$ cat src/rtl/countdown_timer.sv
// -----------------------------------------------------------------------------
// countdown_timer
//
// Preset countdown timer on an HH:MM:SS.cc BCD digit chain. A preset is loaded
// while stopped, then decremented by one centisecond per prescaler tick with
// borrow across the digits. At 00:00:00.00 the timer stops, flags expiry and
// blinks an alarm until acknowledged. The displayed value can be frozen while
// counting continues underneath.
//
// Parameters:
//   TICK_CYCLES  clk cycles per centisecond tick
//   BLINK_TICKS  ticks per alarm toggle while expired
//
// Ports:
//   clk          system clock, rising edge
//   reset        synchronous active-high reset
//   load         pulse: latch preset into the count (only while stopped)
//   start_pause  pulse: toggle run/pause, or acknowledge the alarm
//   freeze       pulse: toggle display hold
//   preset[31:0] BCD {hh_hi,hh_lo,mm_hi,mm_lo,ss_hi,ss_lo,cs_hi,cs_lo}
//   disp[31:0]   displayed BCD value, same nibble order as preset
//   running      count is decrementing
//   expired      sticky: count reached zero
//   done         one-cycle pulse when the count reaches zero
//   alarm        blinking indicator while expired
//   load_err     one-cycle pulse when a load is rejected
// -----------------------------------------------------------------------------
module countdown_timer #(
  parameter int TICK_CYCLES = 500000,
  parameter int BLINK_TICKS = 50
) (
  input  logic        clk,
  input  logic        reset,
  input  logic        load,
  input  logic        start_pause,
  input  logic        freeze,
  input  logic [31:0] preset,
  output logic [31:0] disp,
  output logic        running,
  output logic        expired,
  output logic        done,
  output logic        alarm,
  output logic        load_err
);

  localparam int PW = (TICK_CYCLES > 1) ? $clog2(TICK_CYCLES) : 1;
  localparam int BW = (BLINK_TICKS > 1) ? $clog2(BLINK_TICKS) : 1;
  localparam logic [PW-1:0] PS_LAST    = PW'(TICK_CYCLES - 1);
  localparam logic [BW-1:0] BLINK_LAST = BW'(BLINK_TICKS - 1);

  // Nibble index of each digit, nibble 0 = cs_lo.
  localparam int SS_HI = 3;
  localparam int MM_HI = 5;

  logic [31:0]   count_q, count_d;
  logic [31:0]   disp_q, disp_d;
  logic [PW-1:0] prescaler_q, prescaler_d;
  logic [BW-1:0] blink_q, blink_d;
  logic          running_q, running_d;
  logic          expired_q, expired_d;
  logic          done_q, done_d;
  logic          alarm_q, alarm_d;
  logic          load_err_q, load_err_d;
  logic          hold_q, hold_d;

  logic          tick;
  logic [31:0]   count_dec;

  // Digit ranges: lo digits and both hi digits of hh/cs are 0-9, the tens of
  // minutes and seconds are 0-5.
  function automatic logic preset_valid(input logic [31:0] v);
    logic ok;
    ok = 1'b1;
    for (int i = 0; i < 8; i++) begin
      if (i == SS_HI || i == MM_HI) begin
        if (v[i*4 +: 4] > 4'd5) ok = 1'b0;
      end else begin
        if (v[i*4 +: 4] > 4'd9) ok = 1'b0;
      end
    end
    return ok;
  endfunction

  // Subtract one centisecond. A zero digit rolls to its maximum and passes the
  // borrow on; the first non-zero digit absorbs it. hh_hi never needs to roll
  // because a zero count is never decremented.
  function automatic logic [31:0] bcd_dec(input logic [31:0] v);
    logic [31:0] r;
    logic        borrow;
    logic [3:0]  dmax;
    r      = v;
    borrow = 1'b1;
    for (int i = 0; i < 8; i++) begin
      dmax = (i == SS_HI || i == MM_HI) ? 4'd5 : 4'd9;
      if (borrow) begin
        if (r[i*4 +: 4] == 4'd0) begin
          r[i*4 +: 4] = dmax;
        end else begin
          r[i*4 +: 4] = r[i*4 +: 4] - 4'd1;
          borrow      = 1'b0;
        end
      end
    end
    return r;
  endfunction

  // The prescaler runs while counting and while expired (to pace the blink).
  assign tick      = (running_q || expired_q) && (prescaler_q == PS_LAST);
  assign count_dec = bcd_dec(count_q);

  always_comb begin
    // NOTE: every signal assigned here gets a default first, so no path can
    // leave one unassigned and infer a latch.
    count_d     = count_q;
    prescaler_d = prescaler_q;
    blink_d     = blink_q;
    running_d   = running_q;
    expired_d   = expired_q;
    done_d      = 1'b0;
    alarm_d     = alarm_q;
    load_err_d  = 1'b0;
    hold_d      = freeze ? ~hold_q : hold_q;
    // disp follows the count with one cycle of latency unless held.
    disp_d      = hold_q ? disp_q : count_q;

    if (running_q || expired_q) begin
      prescaler_d = tick ? '0 : prescaler_q + PW'(1);
    end

    if (expired_q && tick) begin
      if (blink_q == BLINK_LAST) begin
        blink_d = '0;
        alarm_d = ~alarm_q;
      end else begin
        blink_d = blink_q + BW'(1);
      end
    end

    if (running_q && tick) begin
      count_d = count_dec;
    end

    // Expiry outranks load and start_pause arriving in the same cycle.
    if (running_q && tick && (count_dec == 32'd0)) begin
      running_d = 1'b0;
      expired_d = 1'b1;
      done_d    = 1'b1;
      alarm_d   = 1'b1;
      blink_d   = '0;
    end else if (load && !running_q) begin
      // An accepted (or rejected) load swallows a simultaneous start_pause.
      if (preset_valid(preset)) begin
        count_d     = preset;
        prescaler_d = '0;
        expired_d   = 1'b0;
        alarm_d     = 1'b0;
      end else begin
        load_err_d  = 1'b1;
      end
    end else if (start_pause) begin
      if (expired_q) begin
        expired_d = 1'b0;
        alarm_d   = 1'b0;
      end else if (count_q != 32'd0) begin
        running_d = ~running_q;
      end
    end
  end

  always_ff @(posedge clk) begin
    // NOTE: state registers use non-blocking assignments so every flop samples
    // the pre-edge values regardless of statement order.
    if (reset) begin
      count_q     <= '0;
      disp_q      <= '0;
      prescaler_q <= '0;
      blink_q     <= '0;
      running_q   <= 1'b0;
      expired_q   <= 1'b0;
      done_q      <= 1'b0;
      alarm_q     <= 1'b0;
      load_err_q  <= 1'b0;
      hold_q      <= 1'b0;
    end else begin
      count_q     <= count_d;
      disp_q      <= disp_d;
      prescaler_q <= prescaler_d;
      blink_q     <= blink_d;
      running_q   <= running_d;
      expired_q   <= expired_d;
      done_q      <= done_d;
      alarm_q     <= alarm_d;
      load_err_q  <= load_err_d;
      hold_q      <= hold_d;
    end
  end

  assign disp     = disp_q;
  assign running  = running_q;
  assign expired  = expired_q;
  assign done     = done_q;
  assign alarm    = alarm_q;
  assign load_err = load_err_q;

endmodule

$ cat config.mk
export PLATFORM = sky130hd
export DESIGN_NAME = countdown_timer
export DESIGN_NICKNAME = d
export VERILOG_FILES = /design/src/rtl/countdown_timer.sv
export SDC_FILE = /design/constraint.sdc
export NUM_CORES = 1
export LEC_CHECK = 0
export CAP_MARGIN = 10
export CORE_MARGIN = 8
export CORE_UTILIZATION = 54
export DETAILED_ROUTE_END_ITERATION = 8
export GPL_ROUTABILITY_DRIVEN = 0
export HOLD_SLACK_MARGIN = 0.06
export PLACE_DENSITY = 0.8
export SYNTH_ARGS = -nofsm -noshare
export SYNTH_HDL_FRONTEND = slang
export SYNTH_SLANG_ARGS = --single-unit
$ cat constraint.sdc
create_clock -name clk -period 3.4 [get_ports clk]
set_clock_uncertainty 0.05 [all_clocks]
set_input_delay 0.51 -clock clk [delete_from_list [all_inputs] [get_ports clk]]
set_output_delay 0.51 -clock clk [all_outputs]
set_load 0.02 [all_outputs]
---- Yosys cells after proc, flatten, opt, wreduce, memory -nomap -nowiden ----
Index checks and enable logic that the tools add are counted.
storage, ports and cells
  bits in registers ....................... 95
  latch bits .............................. 0
  RAM bits ................................ 0
  memory bits (read-only) ................. 0
  bits of input ports ..................... 37
  output and inout bits ................... 37
  word-level logic and storage cells ...... 119
  memories ................................ 0
cells by class
  add/sub/neg operators ................... 10
  multipliers ............................. 0
  div/mod/pow operators ................... 0
  $lt $le $gt $ge ......................... 8
  equality and inequality tests ........... 3
  shift operators ......................... 0
  muxes and demuxes ....................... 61
  bitwise logic cells ..................... 5
  reductions and logical operators ........ 22
operators with widths
  operator                                                count
  two-way mux 32 bit                                      4
  two-way mux 19 bit                                      5
  two-way mux 4 bit                                       15
  two-way mux 1 bit                                       36
  logical NOT 32 bit                                      1
  logical NOT 4 bit                                       8
  nonzero test 32 bit                                     1
  subtractor 4 x 1 -> 4 bit (second input constant)       8
  > comparator 4 bit (second input constant)              6
  adder 19 x 1 -> 19 bit (second input constant)          1
  equality test 19 bit (second input constant)            1
  > comparator 4 x 3 -> 1 bit (second input constant)     2
  adder 6 x 1 -> 6 bit (second input constant)            1
  equality test 6 bit (second input constant)             1
  two-way mux 6 bit                                       1
  logical AND 1 bit                                       5
  NOT 1 bit                                               5
  AND reduction 4 bit                                     1
  inequality test 3 x 2 -> 1 bit (second input constant)  1
  nonzero test 3 bit                                      1
  OR reduction 3 bit                                      1
  AND reduction 2 bit                                     1
  OR reduction 2 bit                                      1
  logical NOT 1 bit                                       1
  logical OR 1 bit                                        1

---- Depth between registers and ports, before layout ----
  depth after elaboration ................. 15
  gate-level depth with buffers ........... 9
  gate-level depth less buffers ........... 7

---- Least setup slack after synthesis ----
Ideal clock, no wire load.
  path type ............................... register to register
  start point ............................. reg expired_q, in the netlist expired
  end point ............................... reg blink_q[4]
  library setup time ...................... 0.116 ns
  data arrival time ....................... 2.460 ns
  required time ........................... 3.234 ns
  path slack .............................. 0.775 ns
  stages on the path, launching flop included .. 9
  path buffers ............................ 2
  clock period less this slack ............ 2.625 ns
  path through ............................ dfxtp_1 clkbuf_1 o21ai_0 nor4_1 nand3_2 a311oi_2 or4b_1 buf_2 and3_1
on the way
  longest elaborated chain between the ends .. 5
RTL lines
  element                              RTL line  RTL
  from (decl)                          60        logic expired_q, expired_d;
  from (signal assigned)               190       expired_q <= expired_d;
  logical OR 1 bit                     108       assign tick = (running_q || expired_q) && (prescaler_q == PS_LAST);
  logical AND 1 bit                    108
  logical AND 1 bit (2 in series)      144       if (running_q && tick && (count_dec == 32'd0)) begin
  OR reduction 2 bit (no source line)  -
  to (signal assigned)                 188       blink_q <= blink_d;
  to (decl)                            58        logic [BW-1:0] blink_q, blink_d;
Several ways; a longest one is shown, not always the timed one.
A chain may end at the register's enable or synchronous reset.

---- Worst setup path in the final report ----
  start point ............................. reg prescaler_q[13]
  end point ............................... reg count_q[13]
on the way
  longest elaborated chain between the ends .. 7
RTL lines
  element                   RTL line  RTL
  from (decl)               57        logic [PW-1:0] prescaler_q, prescaler_d;
  from (signal assigned)    187       prescaler_q <= prescaler_d;
  equality test 19 bit (*)  108
  logical AND 1 bit (*)     108
  logical AND 1 bit (*)     139, 144
  two-way mux 32 bit        139       if (running_q && tick) begin
  two-way mux 32 bit        152       if (preset_valid(preset)) begin
  two-way mux 32 bit        150       end else if (load && !running_q) begin
  two-way mux 32 bit (*)    144
  to (signal assigned)      185       count_q <= count_d;
  to (decl)                 55        logic [31:0] count_q, count_d;
Mark *: on every way between the ends. The rest lies on a longest branch, timed or not.

==> impl_metrics.yaml <==
pwr:
  total_leakage_power_nw: 1.987
  power_switching_uw: 503.7
  clkPwrFrac_pct: 37.6
  comb_power_share_pct: 7.1
  seqPwrFrac_pct: 55.4
  cell_internal_pwr_mw: 1.561
  peakVddDrop_v: 0.0002051
  p_per_area_nw_per_um2: 367.3
  switching_share_pct: 24.40
outcome:
  status: "complete, no violations"
critical_path:
  cp-end-kind: "flop"
  cp.required_ps: 3640
  start_kind: "flop"
  critical_path_class: "flop to flop"
  arrival_ps: 3200
  cp_max_fo: 13
logic_synthesis:
  ys_ff_latch: 95
  ys.flop_type: "dfxtp_1"
  syn_avg_cell_area_um2: 8.623
  yosysMostFrequentCell: "nor2_1"
  synth_cell_types: 53
  ys_warn_count: 0
  synth-edff-count: 0
  yosysTopAreaCell: "dfxtp_1"
  netlist_top_cells_count: "nor2_1, dfxtp_1, mux2i_1, clkbuf_1, nand2_1"
  syn_area_um2: 4631
  synthTopCellsByArea: "dfxtp_1, nor2_1, mux2i_1, xnor2_1, a211oi_1"
  synth_top_area_share_pct: 41.07
  seq_area_frac_synth_pct: 41.07
  syn_nets: 577
  netlist_instances: 537
  synthArstFlopShare_pct: 0
global_route:
  grt_pass1_vias: 4091
  grt_pass1_wl_um: 19750
  overflow: 0
  grt_max_degree: 48
  antenna_found_initial: 0
  track_usage_pct: 20.59
floorplanning:
  die_area_um2: 11800
  die_w_um: 108.6
  pin_count: 74
  start_util_pct: 56.08
  core.rowCount: 33
  die_h_um: 108.6
  fp.coreArea_um2: 8258
clock_tree:
  post_cts_resized: 0
  cts_htree_levels: 3
  cts_tree: "built"
  ctsHoldBuffers: 0
  clk_pin_slew_worst_paths_ps: 90
  clk_latency_ps: 380
  cts_setup_buffers: 0
  cts_made_buffers: 9
  cts.sinks: 95
  cts_root_buf: "clkbuf_8"
  cts.path.max_buffers: 2
finish:
  fin_nets: 637
  drive_gt1_share_pct: 7.475
  layout.cells.non_filler: 707
  fillers: 701
  antenna_cells: 0
  area_growth_pct: 21.40
routing:
  wirelength_um: 11970
  drc: 0
  drt_iter0_markers: 251
  wire_per_inst_um: 16.92
  route.vias.total: 4228
  drtAntennaViolNets: 0
  via_per_inst: 5.980
  dr.pass1.iters: 7
timing:
  fin_crit_ps: 2964
  finalSetupViolCount: 0
  tns_ps: 0
  max_slew_margin_pct: 32.13
  worst_pin_slew_ps: 1018
  period_share_pct: 87.16
  rsz0062_at_grt: "false"
  finalHoldViolCount: 0
  fmax_mhz: 337.4
  drv_slew: 0
placement:
  dp.cells: 691
  hpwl_um: 8784
  port_buffers: 73
hold_path:
  hold_class: "flop to flop"
job:
  maxCapViolCount: 0
## worst paths after layout
check                  start  cells after the start           to  slack [ps]
max          prescaler_q[13]                      5  count_q[13]         440
min reg2reg         disp[13]                      2     disp[13]         460
min                 disp[13]                      2     disp[13]         460
max reg2reg  prescaler_q[13]                      5  count_q[13]         440
## layout make-up
cell class / count / area (um2) / area share (%)
Multi-Input combinational cell: 400 / 2556 / 45.47
Sequential cell: 95 / 1903 / 33.85
Timing Repair Buffer: 82 / 793.3 / 14.11
Clock buffer: 10 / 137.6 / 2.448
Tap cell: 105 / 131.4 / 2.337
Clock inverter: 6 / 66.31 / 1.180
Inverter: 9 / 33.78 / 0.6009
## power by group through the flow
stage	Clock, mW	Combinational [mW]	Sequential (mW)
floorplan	0	0.0890	1.15
global placement	0	0.143	1.17
detailed placement	0	0.144	1.17
CTS	0.781	0.145	1.14
global route	0.829	0.156	1.15
finish	0.775	0.146	1.14
## sequential cells by signal, indices dropped and copies added (netlist names)
register,cells
done,1
blink_q,6
expired,1
running,1
load_err,1
count_q,32
alarm,1
hold_q,1
disp,32
prescaler_q,19
## layer usage
layer / GRT usage, % / up-vias / share of wire [%] / routed length [um]
li1: - / 2056 / - / -
met1: 26.20 / 1991 / 44 / 5302
met3: 4.640 / 34 / 6.3 / 755
met5: 0 / - / 0 / 0
met2: 33.26 / 147 / 47 / 5580
met4: 7.820 / 0 / 2.7 / 327
## kinds of logic (layout without fill, tap and decap cells)
| logic type | count (synthesis) | after routing | share of synthesized area, % |
|---|---|---|---|
| XOR/XNOR | 34 | 34 | 6.431 |
| flip-flops | 95 | 95 | 41.07 |
| AND/OR/NAND/NOR | 255 | 255 | 29.15 |
| buffers and inverters | 42 | 107 | 3.783 |
| multiplexers | 36 | 36 | 7.782 |
| adder cells (fa/ha/maj) | 3 | 3 | 0.8107 |
| AO/OA/AOI/OAI | 72 | 72 | 10.97 |
## critical path: stages (launching register included)
cell      delay, ps
dfxtp_1         430
or4b_2          650
nor4_4          460
nand4_1         470
or4_1           550
a311oi_1        250
## through the flow
step	area (um2)	setup WS, ps	hold slack [ps]	utilization (%)	total power [mW]
global placement	5418	538.2	424.3	65.61	1.311
detailed placement	5418	492.1	439.3	65.61	1.313
finish	5622	436.5	458.0	68.08	2.065
global route	5622	195.5	485.2	68.08	2.131
CTS	5622	455.5	463.0	68.08	2.070
floorplan	4631	774.7	412.2	-	1.240
## placed cells by master, fill, tap and decap left out, types with 3 or more instances in the layout
cell             count
nor3b_1              3
ha_1                 3
or2_2                3
clkdlybuf4s50_1     72
and4_1               5
nand4_1             17
o21ai_0             19
nand3_1             15
nor2_1             108
nand2b_1             3
nor3_1              21
buf_4                9
or4_1                4
xnor2_1             22
a21oi_1              7
clkbuf_8            10
a211oi_1            21
or4b_1               3
and3_1               7
nand2_1             23
a311oi_1             8
nor4_1              16
mux2i_1             36
xor2_1              12
nor2b_1              6
nor4_2               3
dfxtp_1             94
inv_1                9
o31ai_1              4
No activity file was read; power rests on OpenSTA's default activity.
